<file path="src/rtl/dm_lsu.sv">
// Load/store initiator between the M-stage register and a word-wide data memory.
// Optional build macro DM_LSU_MISALIGN_ERR_EN: misaligned half/word accesses report resp_err.
module dm_lsu #(
   parameter int ADDR_W = 12
) (
   input  logic              clk,
   input  logic              reset,
   input  logic              req_valid,
   output logic              req_ready,
   input  logic              req_we,
   input  logic [1:0]        req_size,
   input  logic              req_sign,
   input  logic [31:0]       req_addr,
   input  logic [31:0]       req_wdata,
   input  logic [31:0]       req_pc,
   output logic              resp_valid,
   output logic [31:0]       resp_rdata,
   output logic              resp_err,
   output logic [31:0]       mem_pc,
   output logic              mem_we,
   output logic [ADDR_W-1:0] mem_wa,
   output logic [31:0]       mem_wd,
   input  logic [31:0]       mem_rd
);

   typedef enum logic [2:0] {IDLE, LOAD, MERGE, WRITE, RESP} state_t;

   state_t      state;
   logic [1:0]  size_q;
   logic        sign_q;
   logic [1:0]  lane_q;
   logic [31:0] wdata_q;
   logic        req_err;
   logic [31:0] load_data;
   logic [31:0] merge_data;
   logic [7:0]  byte_v;
   logic [15:0] half_v;
   logic        unused_addr;

   // Bits above the memory depth wrap, so they are deliberately dropped.
   assign unused_addr = ^req_addr[31:ADDR_W+2];

`ifdef DM_LSU_MISALIGN_ERR_EN
   logic misaligned;
   assign misaligned = ((req_size == 2'b01) && req_addr[0]) ||
                       ((req_size == 2'b10) && (req_addr[1:0] != 2'b00));
   assign req_err    = (req_size == 2'b11) || misaligned;
`else
   // Half lanes only look at addr[1] and word accesses ignore the lane, which
   // gives force-alignment without extra logic.
   assign req_err    = (req_size == 2'b11);
`endif

   assign req_ready  = (state == IDLE) && reset;
   assign resp_valid = (state == RESP);
   assign mem_we     = (state == WRITE);

   // NOTE: every always_comb output gets a default first so no latch is inferred.
   always_comb begin
      byte_v    = mem_rd[{lane_q, 3'b000} +: 8];
      half_v    = mem_rd[{lane_q[1], 4'b0000} +: 16];
      load_data = mem_rd;
      case (size_q)
         2'b00:   load_data = {{24{sign_q & byte_v[7]}}, byte_v};
         2'b01:   load_data = {{16{sign_q & half_v[15]}}, half_v};
         default: load_data = mem_rd;
      endcase
   end

   always_comb begin
      merge_data = mem_rd;
      case (size_q)
         2'b00:   merge_data[{lane_q, 3'b000} +: 8]     = wdata_q[7:0];
         2'b01:   merge_data[{lane_q[1], 4'b0000} +: 16] = wdata_q[15:0];
         default: merge_data = mem_rd;
      endcase
   end

   // NOTE: sequential state uses non-blocking assignments so every register
   // samples pre-edge values regardless of statement order.
   always_ff @(posedge clk or negedge reset) begin
      if (!reset) begin
         state      <= IDLE;
         size_q     <= 2'b00;
         sign_q     <= 1'b0;
         lane_q     <= 2'b00;
         wdata_q    <= 32'h0;
         resp_rdata <= 32'h0;
         resp_err   <= 1'b0;
         mem_pc     <= 32'h0;
         mem_wa     <= '0;
         mem_wd     <= 32'h0;
      end else begin
         case (state)
            IDLE: begin
               if (req_valid) begin
                  size_q  <= req_size;
                  sign_q  <= req_sign;
                  lane_q  <= req_addr[1:0];
                  wdata_q <= req_wdata;
                  mem_wa  <= req_addr[ADDR_W+1:2];
                  mem_pc  <= req_pc;
                  if (req_err) begin
                     resp_rdata <= 32'h0;
                     resp_err   <= 1'b1;
                     state      <= RESP;
                  end else if (!req_we) begin
                     state <= LOAD;
                  end else if (req_size == 2'b10) begin
                     mem_wd <= req_wdata;
                     state  <= WRITE;
                  end else begin
                     state <= MERGE;
                  end
               end
            end
            LOAD: begin
               resp_rdata <= load_data;
               resp_err   <= 1'b0;
               state      <= RESP;
            end
            MERGE: begin
               mem_wd <= merge_data;
               state  <= WRITE;
            end
            WRITE: begin
               resp_rdata <= 32'h0;
               resp_err   <= 1'b0;
               state      <= RESP;
            end
            RESP:    state <= IDLE;
            default: state <= IDLE;
         endcase
      end
   end

endmodule
</file>
<file path="config.mk">
export PLATFORM = sky130hd
export DESIGN_NAME = dm_lsu
export DESIGN_NICKNAME = d
export VERILOG_FILES = /design/src/rtl/dm_lsu.sv
export SDC_FILE = /design/constraint.sdc
export NUM_CORES = 1
export LEC_CHECK = 0
export BUFFER_PORTS_ARGS = -buffer_cell sky130_fd_sc_hd__buf_4
export CAP_MARGIN = 20
export CORE_MARGIN = 2
export CORE_UTILIZATION = 40
export DETAILED_ROUTE_END_ITERATION = 12
export MAX_ROUTING_LAYER = met4
export PLACE_DENSITY = 0.74
export SLEW_MARGIN = 20
export SYNTH_ARGS = -nofsm -noshare
export SYNTH_HDL_FRONTEND = slang
export SYNTH_SLANG_ARGS = --single-unit
</file>
<file path="constraint.sdc">
create_clock -name clk -period 5.55 [get_ports clk]
set_input_delay 1.11 -clock clk [delete_from_list [all_inputs] [get_ports clk]]
set_output_delay 1.11 -clock clk [all_outputs]
set_load 0.1 [all_outputs]
</file>
==> impl_metrics.json <==
{
  "globalRoute.busiestLayer": "met2",
  "final_antenna_net_count": 0,
  "fp.dieW_um": 133,
  "drv.max_cap_violation_count": 0,
  "multiInputGateArea_mm2": 0.00302,
  "crit_type": "input pin to output pin",
  "critPathSlowestCell": "sky130_fd_sc_hd__buf_6",
  "area_taken_by_flip_flops_and_latches_mm2": 0.00333,
  "num_antenna_cells": 0,
  "drt_wl_total_mm": 21.4,
  "cts_hold_repair.buffers": 0,
  "cp.arrival_ns": 2.04,
  "hold_depth": 2,
  "setup_tns_final_ns": 0,
  "gr-usage-met2_pct": 38.5,
  "crit_path_end_kind": "output pin",
  "hold_violations": 0,
  "cp_slowest_stage_delay_ns": 0.40,
  "initial_antenna_violation_count": 0,
  "initialDrtViolationCount": 503,
  "crit_required_ns": 4.44,
  "drt_pass1_iterations": 5,
  "synthArstFlopShare_pct": 100,
  "grtUsageTotal_pct": 25.4,
  "grt_util_met3_pct": 7.47,
  "path_clk_slew_ns": 0.06,
  "yosysTopAreaCell": "sky130_fd_sc_hd__dfrtp_1",
  "drv_slew": 0,
  "fin_skew_ns": 0.0131,
  "ctsResizeCount": 0,
  "destination_of_the_worst_register_to_register_timing_path": "mem_wd[15]",
  "rsz0062_at_grt": "no",
  "dr_total_vias": 5956,
  "hold_class": "register to register",
  "grt_pass1_wl_mm": 33.3,
  "number_of_ports_placed_on_the_die_boundary": 247,
  "most-common-layout-cells": "233 x sky130_fd_sc_hd__buf_4, 133 x sky130_fd_sc_hd__dfrtp_1, 69 x sky130_fd_sc_hd__nand2_1, 54 x sky130_fd_sc_hd__mux2_1, 48 x sky130_fd_sc_hd__o21ai_1",
  "fillCellCount": 1481,
  "worst_pin_slew_ns": 1.04,
  "route.detailed.drc": 0,
  "std_cell_rows": 47,
  "synth_area_leaders": "sky130_fd_sc_hd__dfrtp_1 50%, sky130_fd_sc_hd__mux2_1 9.2%, sky130_fd_sc_hd__nand2_1 3.9%",
  "design.core.area_mm2": 0.0164,
  "min_delay_worst_endpoint": "mem_wd[9]",
  "regToRegStartpoint": "lane_q[1]",
  "post_route_cells_drive_above_1_share_pct": 34.9,
  "pin_count_of_the_biggest_net_entering_global_routing": 79,
  "worst-path-max-fanout": 57,
  "groute.layer.met1.usage_pct": 32.1,
  "place_inst": 1025,
  "die-area_mm2": 0.0176,
  "vias_per_cell": 5.63,
  "initial_utilization_pct": 40.4,
  "yosysTopAreaCellShare_pct": 50.2,
  "synth_flop_cell": "sky130_fd_sc_hd__dfrtp_1",
  "synth_edf_count": 0,
  "netlist_area_before_placement_mm2": 0.00663,
  "cts_setup_buffers": 0,
  "layoutNonFillerInstCount": 1057,
  "cts_max_level": 4,
  "layout.cells.most_common": "sky130_fd_sc_hd__buf_4",
  "number_of_input_and_output_port_buffers_inserted": 228,
  "slew_headroom_pct": 30.6,
  "cts_buffer_depth": 2,
  "setup_slack_of_the_most_critical_reg_to_reg_path_ns": 2.61,
  "layout-area-overhead-vs-synth_pct": 36.9,
  "outcome": "complete, no violations",
  "yosys_register_bits": 133,
  "fmax_ghz": 0.317,
  "place_congestion": 0.895,
  "wl_per_cell_um": 20.3,
  "post-route-min-period_ns": 3.15,
  "hpwlAfterDp_mm": 15.2,
  "timing.final.crit_share_pct": 56.8,
  "cts_root_buffer": "sky130_fd_sc_hd__clkbuf_16",
  "cp-start-kind": "input pin",
  "cp_cell_sequence": "buf_6 -> and2_1 -> buf_4",
  "rr_worst_depth": 7,
  "syn-mean-instance-area_um2": 10.7,
  "yosysUniqueCellTypes": 51,
  "fin_nets": 964,
  "setup_violations": 0,
  "clock_latency_ns": 0.43,
  "grt.overflow.total": 0,
  "yosysSeqAreaShare_pct": 50.2,
  "ys_warn_count": 0,
  "hold_path.startpoint": "mem_wd[9]",
  "via_count_of_the_first_global_routing_pass": 6056,
  "cts_tree": "yes",
  "cts_made_buffers": 17,
  "post_synth_inst_count": 618,
  "synth_fp_nets": 758,
  "die_height_um": 133,
  "cts_num_sinks": 133
}
-- Yosys cell counts, types with 4 or more instances --
master	number
sky130_fd_sc_hd__nor2b_1	8
sky130_fd_sc_hd__a211oi_1	13
sky130_fd_sc_hd__clkbuf_1	19
sky130_fd_sc_hd__nand2b_1	14
sky130_fd_sc_hd__o32ai_1	8
sky130_fd_sc_hd__mux2_1	54
sky130_fd_sc_hd__a21o_1	8
sky130_fd_sc_hd__buf_4	4
sky130_fd_sc_hd__a31oi_1	4
sky130_fd_sc_hd__o21ai_0	39
sky130_fd_sc_hd__a22oi_1	33
sky130_fd_sc_hd__mux4_2	8
sky130_fd_sc_hd__dfrtp_1	133
sky130_fd_sc_hd__a2111oi_0	8
sky130_fd_sc_hd__a22o_1	6
sky130_fd_sc_hd__mux2_2	8
sky130_fd_sc_hd__inv_1	15
sky130_fd_sc_hd__o21ai_1	50
sky130_fd_sc_hd__a221oi_1	14
sky130_fd_sc_hd__nor2_1	17
sky130_fd_sc_hd__nand2_1	69
sky130_fd_sc_hd__ha_1	5
sky130_fd_sc_hd__o22ai_1	7
sky130_fd_sc_hd__mux2i_1	4
sky130_fd_sc_hd__nor3_1	12
sky130_fd_sc_hd__buf_2	22
-- layer usage --
metal  part of all wire, %  vias to the layer above
li1                      -                     2695
met3                   9.0                       43
met1                    41                     2936
met2                    47                      282
met4                   3.2                        0
met5                     0                        -
-- worst max-delay path: cells and delay by family --
family / cells / cell delay [ns]
buffers and inverters: 2 / 0.69
and+or+nand+nor: 1 / 0.21
-- worst max-delay path by stage --
stage	end	slack (ns)	cells past startpoint	startpoint
3_5_place_dp	req_ready	2.35	3	reset
4_1_cts	req_ready	2.35	3	reset
6_report	req_ready	2.40	3	reset
2_1_floorplan	resp_valid	1.84	2	state[1]
3_3_place_gp	req_ready	2.35	3	reset
5_1_grt	req_ready	2.28	3	reset
-- cell families (layout without fill, tap and decap cells) --
kind of cell	Yosys count	in the layout	synth area share (%)
compound gates	201	201	20.2
simple gates	141	141	10.4
flops	133	133	50.2
mux	74	74	13.9
buf+inv	64	283	4.38
fa+ha+maj	5	5	0.944
-- registers in the layout, indices dropped and copies added (netlist names) --
register    count
size_q          2
resp_rdata     32
mem_pc         32
mem_wa         12
lane_q          2
state           3
sign_q          1
wdata_q        16
mem_wd         32
resp_err        1
-- cell type report --
type / instances / area share, %
Clock buffer: 22 / 5.45
Timing Repair Buffer: 235 / 19.5
Clock inverter: 10 / 1.32
Sequential cell: 133 / 36.7
Multi-Input combinational cell: 421 / 33.3
Tap cell: 220 / 3.03
Inverter: 16 / 0.662
-- per-stage QoR --
step                      worst slack (ns)  utilization, %  area, um^2  hold slack [ns]
after floorplan                       1.84               -        6630            0.512
after global placement                2.35            51.5        8460            0.468
after detailed placement              2.35            51.5        8460            0.476
after CTS                             2.35            55.3        9070            0.489
after global routing                  2.28            55.3        9070            0.494
final                                 2.40            55.3        9070            0.483
Power is left out: the tool's default activity adds up to more than one toggle a clock period on the data nets, which glitch-free logic cannot reach.
